$ cat config.mk
export PLATFORM = sky130hd
export DESIGN_NAME = cpu_state_loader
export DESIGN_NICKNAME = d
export VERILOG_FILES = /design/src/rtl/cpu_state_loader.sv
export SDC_FILE = /design/constraint.sdc
export NUM_CORES = 1
export LEC_CHECK = 0
export CORE_AREA = 4 4 129 131
export CTS_CLUSTER_DIAMETER = 30
export CTS_CLUSTER_SIZE = 40
export DETAILED_ROUTE_END_ITERATION = 12
export DIE_AREA = 0 0 133 135
export GPL_ROUTABILITY_DRIVEN = 0
export GPL_TIMING_DRIVEN = 0
export PLACE_DENSITY = 0.75
export REMOVE_ABC_BUFFERS = 1
export SYNTH_ARGS = -nofsm -noshare
export SYNTH_HDL_FRONTEND = slang
export SYNTH_SLANG_ARGS = --single-unit
$ cat constraint.sdc
create_clock -name clk_i -period 7.8 [get_ports clk_i]
set_input_delay 1.56 -clock clk_i [delete_from_list [all_inputs] [get_ports clk_i]]
set_output_delay 1.56 -clock clk_i [all_outputs]
set_load 0.02 [all_outputs]
$ cat src/rtl/cpu_state_loader.sv
// Streams a boot image (PC, data memory, R1..R31) into CPU state while holding the CPU in reset.
// Optional trailing checksum word is verified when LOADER_CHECKSUM_EN is defined.
module cpu_state_loader #(
  parameter int unsigned DM_WORDS = 32
) (
  input  logic        clk_i,
  input  logic        rst_i,
  input  logic        start_i,
  input  logic        in_valid_i,
  input  logic [31:0] in_data_i,
  output logic        in_ready_o,
  output logic        pc_we_o,
  output logic [31:0] pc_o,
  output logic        dm_we_o,
  output logic [31:0] dm_addr_o,
  output logic [31:0] dm_data_o,
  output logic        rf_we_o,
  output logic [4:0]  rf_addr_o,
  output logic [31:0] rf_data_o,
  output logic        cpu_hold_o,
  output logic        done_o,
  output logic        err_o
);

  typedef enum logic [2:0] {
    StIdle,
    StLoadPc,
    StLoadDm,
    StLoadRf,
    StDone
`ifdef LOADER_CHECKSUM_EN
    , StCheck
`endif
  } state_e;

  state_e      r_state, w_next_state;
  logic [31:0] r_cnt;
  logic        r_pc_we, r_dm_we, r_rf_we;
  logic [31:0] r_pc, r_dm_addr, r_dm_data, r_rf_data;
  logic [4:0]  r_rf_addr;
  logic        w_acc, w_last_dm, w_last_rf;

  assign w_last_dm = (r_cnt == DM_WORDS - 1);
  assign w_last_rf = (r_cnt == 32'd30);
  assign w_acc     = in_valid_i & in_ready_o;

`ifdef LOADER_CHECKSUM_EN
  logic [31:0] r_sum;
  logic        r_err;
  logic        w_sum_ok;
  assign w_sum_ok = (in_data_i == r_sum);
`endif

  always_ff @(posedge clk_i or posedge rst_i) begin
    if (rst_i) begin
      r_state <= StIdle;
    end else begin
      r_state <= w_next_state;
    end
  end

  always_comb begin
    w_next_state = r_state;
    unique case (r_state)
      StIdle:   if (start_i) w_next_state = StLoadPc;
      StLoadPc: if (w_acc) w_next_state = StLoadDm;
      StLoadDm: if (w_acc && w_last_dm) w_next_state = StLoadRf;
`ifdef LOADER_CHECKSUM_EN
      StLoadRf: if (w_acc && w_last_rf) w_next_state = StCheck;
      StCheck:  if (w_acc) w_next_state = w_sum_ok ? StDone : StIdle;
`else
      StLoadRf: if (w_acc && w_last_rf) w_next_state = StDone;
`endif
      StDone:   if (start_i) w_next_state = StIdle;
      default:  w_next_state = StIdle;
    endcase
  end

  // Write port registers: one strobe per accepted word, landing the cycle after acceptance.
  always_ff @(posedge clk_i or posedge rst_i) begin
    if (rst_i) begin
      r_cnt     <= '0;
      r_pc_we   <= 1'b0;
      r_pc      <= '0;
      r_dm_we   <= 1'b0;
      r_dm_addr <= '0;
      r_dm_data <= '0;
      r_rf_we   <= 1'b0;
      r_rf_addr <= '0;
      r_rf_data <= '0;
    end else begin
      r_pc_we <= 1'b0;
      r_dm_we <= 1'b0;
      r_rf_we <= 1'b0;
      if (w_acc) begin
        case (r_state)
          StLoadPc: begin
            r_pc_we <= 1'b1;
            r_pc    <= in_data_i;
            r_cnt   <= '0;
          end
          StLoadDm: begin
            r_dm_we   <= 1'b1;
            r_dm_addr <= {r_cnt[29:0], 2'b00};
            r_dm_data <= in_data_i;
            r_cnt     <= w_last_dm ? '0 : r_cnt + 32'd1;
          end
          StLoadRf: begin
            r_rf_we   <= 1'b1;
            r_rf_addr <= r_cnt[4:0] + 5'd1;
            r_rf_data <= in_data_i;
            r_cnt     <= w_last_rf ? '0 : r_cnt + 32'd1;
          end
          default: ;
        endcase
      end
    end
  end

`ifdef LOADER_CHECKSUM_EN
  // Running sum of every image word ahead of the checksum; error sticks until the next start.
  always_ff @(posedge clk_i or posedge rst_i) begin
    if (rst_i) begin
      r_sum <= '0;
      r_err <= 1'b0;
    end else begin
      if (r_state == StIdle && start_i) begin
        r_sum <= '0;
        r_err <= 1'b0;
      end else if (w_acc && r_state != StCheck) begin
        r_sum <= r_sum + in_data_i;
      end else if (w_acc && r_state == StCheck && !w_sum_ok) begin
        r_err <= 1'b1;
      end
    end
  end
  assign err_o      = r_err;
  assign in_ready_o = (r_state == StLoadPc) || (r_state == StLoadDm) ||
                      (r_state == StLoadRf) || (r_state == StCheck);
`else
  assign err_o      = 1'b0;
  assign in_ready_o = (r_state == StLoadPc) || (r_state == StLoadDm) || (r_state == StLoadRf);
`endif

  assign pc_we_o    = r_pc_we;
  assign pc_o       = r_pc;
  assign dm_we_o    = r_dm_we;
  assign dm_addr_o  = r_dm_addr;
  assign dm_data_o  = r_dm_data;
  assign rf_we_o    = r_rf_we;
  assign rf_addr_o  = r_rf_addr;
  assign rf_data_o  = r_rf_data;
  assign cpu_hold_o = (r_state != StDone);
  assign done_o     = (r_state == StDone);

endmodule

==> flow_metrics.tcl <==
set metrics [dict create \
    endpoint_kind "output port" \
    layout-drive-gt1-share 0.1902 \
    track_usage 0.1911 \
    numCtsBuffers 17 \
    drc 0 \
    cts_setup_buffers 0 \
    synth_area_um2 6892 \
    clock_latency_ns 0.43 \
    nets 778 \
    worstMarginPinSlew_ns 1.079 \
    leakagePower_uw 0.004248 \
    dp_hpwl_mm 11.88 \
    avgRoutedWirePerCell_um 17.24 \
    final_area_um2 9453 \
    setup_violations 0 \
    yosysTopAreaCell "dfrtp_1" \
    synthArstFlopShare 1.000 \
    post-route-util 0.6060 \
    io_pins 176 \
    clk_pin_slew_worst_paths_ns 0.06 \
    ys.flop_type "dfrtp_1" \
    vias 4954 \
    r2r_start "r_state[1]$_DFFE_PP0P_" \
    dp_cells 937 \
    fin_worst_skew_ns 0.009472 \
    reg2reg_depth 6 \
    crit_fanout 9 \
    antenna_left 0 \
    cts_sinks 169 \
    grt_pass1_wl_mm 27.45 \
    rows 46 \
    antenna_found_initial 0 \
    critPathLaunchType "register" \
    portBuffers 172 \
    cts_max_level 4 \
    fin_crit_ns 3.847 \
    relSlewSlack 0.2760 \
    grt-ovfl-total 0 \
    hp-start "rf_data_o[22]$_DFFE_PP0P_" \
    hold_viol 0 \
    first_pass_iters 6 \
    maxCapViolations 0 \
    postCtsHoldBufs 0 \
    antenna_cells 0 \
    start_util 0.4418 \
    rsz0062_at_grt "no" \
    die-area_um2 17960 \
    ys_top_cells_by_area "dfrtp_1 (61%), mux2_2 (15%), nand2_1 (6.4%), xor2_1 (2.5%), nor2_1 (1.6%)" \
    wl_mm 16.69 \
    hold_path_depth 2 \
    avgSynthCellArea_um2 12.03 \
    min_to "rf_data_o[22]$_DFFE_PP0P_" \
    ys.warnings.count 0 \
    clockBufferDepth 2 \
    stdcell_count 968 \
    grt_max_degree 94 \
    synth-edff-count 0 \
    ys_top_cells_by_count "dfrtp_1 (169), nand2_1 (117), mux2_2 (94)" \
    hold_path.class "register to register" \
    fin_crit_sh 0.4932 \
    cts_tree "yes" \
    fillerInstances 1255 \
    seq_area_um2 4229 \
    crit_arrival_ns 2.29 \
    drt_iter0_markers 263 \
    yosysMostFrequentCell "dfrtp_1" \
    multi_input_area_um2 2514 \
    cts-root-buf "clkbuf_16" \
    dieWidth_um 133 \
    ir_drop_uv 142.8 \
    core_area_um2 15600 \
    ys_ff_latch 169 \
    fin_setup_tns_ns 0 \
    synth_top_area_frac 0.6137 \
    reg2reg_to "rf_data_o[4]$_DFFE_PP0P_" \
    viasPerCell 5.118 \
    netlist_instances 573 \
    fmax_ghz 0.2599 \
    status "completed" \
    synth-seq-area-share 0.6137 \
    die_y_um 135 \
    critPathKind "register to output port" \
    timing.reg2reg.setup_slack_ns 5.19 \
    power_density_nw_per_um2 383.4 \
    area_delta_synth_final_pct 37.16 \
    grt_pass1_vias 5258 \
    postPlaceCellArea_um2 8901 \
    cts-resized-gates 0 \
    slew_viol_final 0 \
    yosys.cell_types.count 41 \
    cp.required_ns 6.24 \
]
## placed cells by master, fill, tap and decap left out, drive strengths merged, types with 2 or more instances in the layout
cell	count
a21oi	10
and3	6
and4	5
buf	7
clkbuf	18
clkdlybuf4s50	172
clkinv	6
clkinvlp	4
conb	3
dfrtp	169
ha	2
inv	9
mux2	94
mux2i	2
nand2	117
nand3	16
nand4	11
nor2	29
nor3	4
nor3b	2
nor4	7
o21ai	11
o31ai	4
or3	5
or4	6
xnor2	3
xor2	20
## layout make-up
cell class,instances,area share
timing repair buffer,179,0.1962
tap,216,0.02859
sequential,169,0.4474
clock buffer,18,0.04540
multi-input combinational,366,0.2659
inverter,7,0.003574
clock inverter,13,0.01297
## kinds of logic after synthesis
kind of cell               after synthesis  share of synthesized area
DFF                                    169                     0.6137
AOI/OAI and AO/OA                       29                    0.02451
and+or+nand+nor                        213                     0.1456
buffers and inverters                   40                    0.02632
adders and majority gates                2                   0.003631
other                                    1                  0.0005441
xor gates and xnor gates                23                    0.02923
muxes                                   96                     0.1565
## how the worst max path moves through the flow
stage	from	to	slack, ns	depth (start not counted)
floorplan	rst_i	dm_addr_o[10]$_DFFE_PP0P_	1.66	1
global placement	rst_i	rf_data_o[5]$_DFFE_PP0P_	-0.18	2
detailed placement	in_valid_i	rf_data_o[11]$_DFFE_PP0P_	3.55	6
CTS	r_state[0]$_DFFE_PP0P_	done_o	3.93	4
global route	r_state[0]$_DFFE_PP0P_	done_o	3.79	4
finish	r_state[0]$_DFFE_PP0P_	done_o	3.95	4
## worst max-delay path, cell delays in order, from the launching register on
cell	delay [ns]
dfrtp_1	0.51
nor2_1	0.50
nand2_1	0.18
inv_1	0.08
clkdlybuf4s50_1	0.60
## metrics by stage
stage	power [uW]	hold slack [ns]	setup slack (ns)
final	3624	0.4781	3.953
after global placement	2799	0.4590	-0.1836
after global routing	3809	0.4909	3.788
after floorplan	2094	0.4962	1.665
after detailed placement	2870	0.4617	3.546
after CTS	3662	0.4775	3.928
## metal layers
metal  vias to the layer above  track usage  share of wire
li1                       2283            -              -
met1                      2480       0.2471           0.44
met2                       169       0.3152           0.48
met3                        22      0.05030          0.069
met4                         0      0.06409          0.014
met5                         -            0              0
## power breakdown
group / internal [uW] / switching [uW] / total [uW]
Clock: 440 / 345 / 785
Combinational: 726 / 756 / 1480
Sequential: 1170 / 186 / 1360
Total: 2340 / 1290 / 3620
## state kept, by name, indices dropped and copies added (netlist names)
| signal | flops |
|---|---|
| dm_data_o | 32 |
| rf_we_o | 1 |
| pc_o | 32 |
| pc_we_o | 1 |
| r_cnt | 32 |
| r_state | 3 |
| rf_addr_o | 5 |
| dm_we_o | 1 |
| dm_addr_o | 30 |
| rf_data_o | 32 |
(Power assumes the default switching activity.)
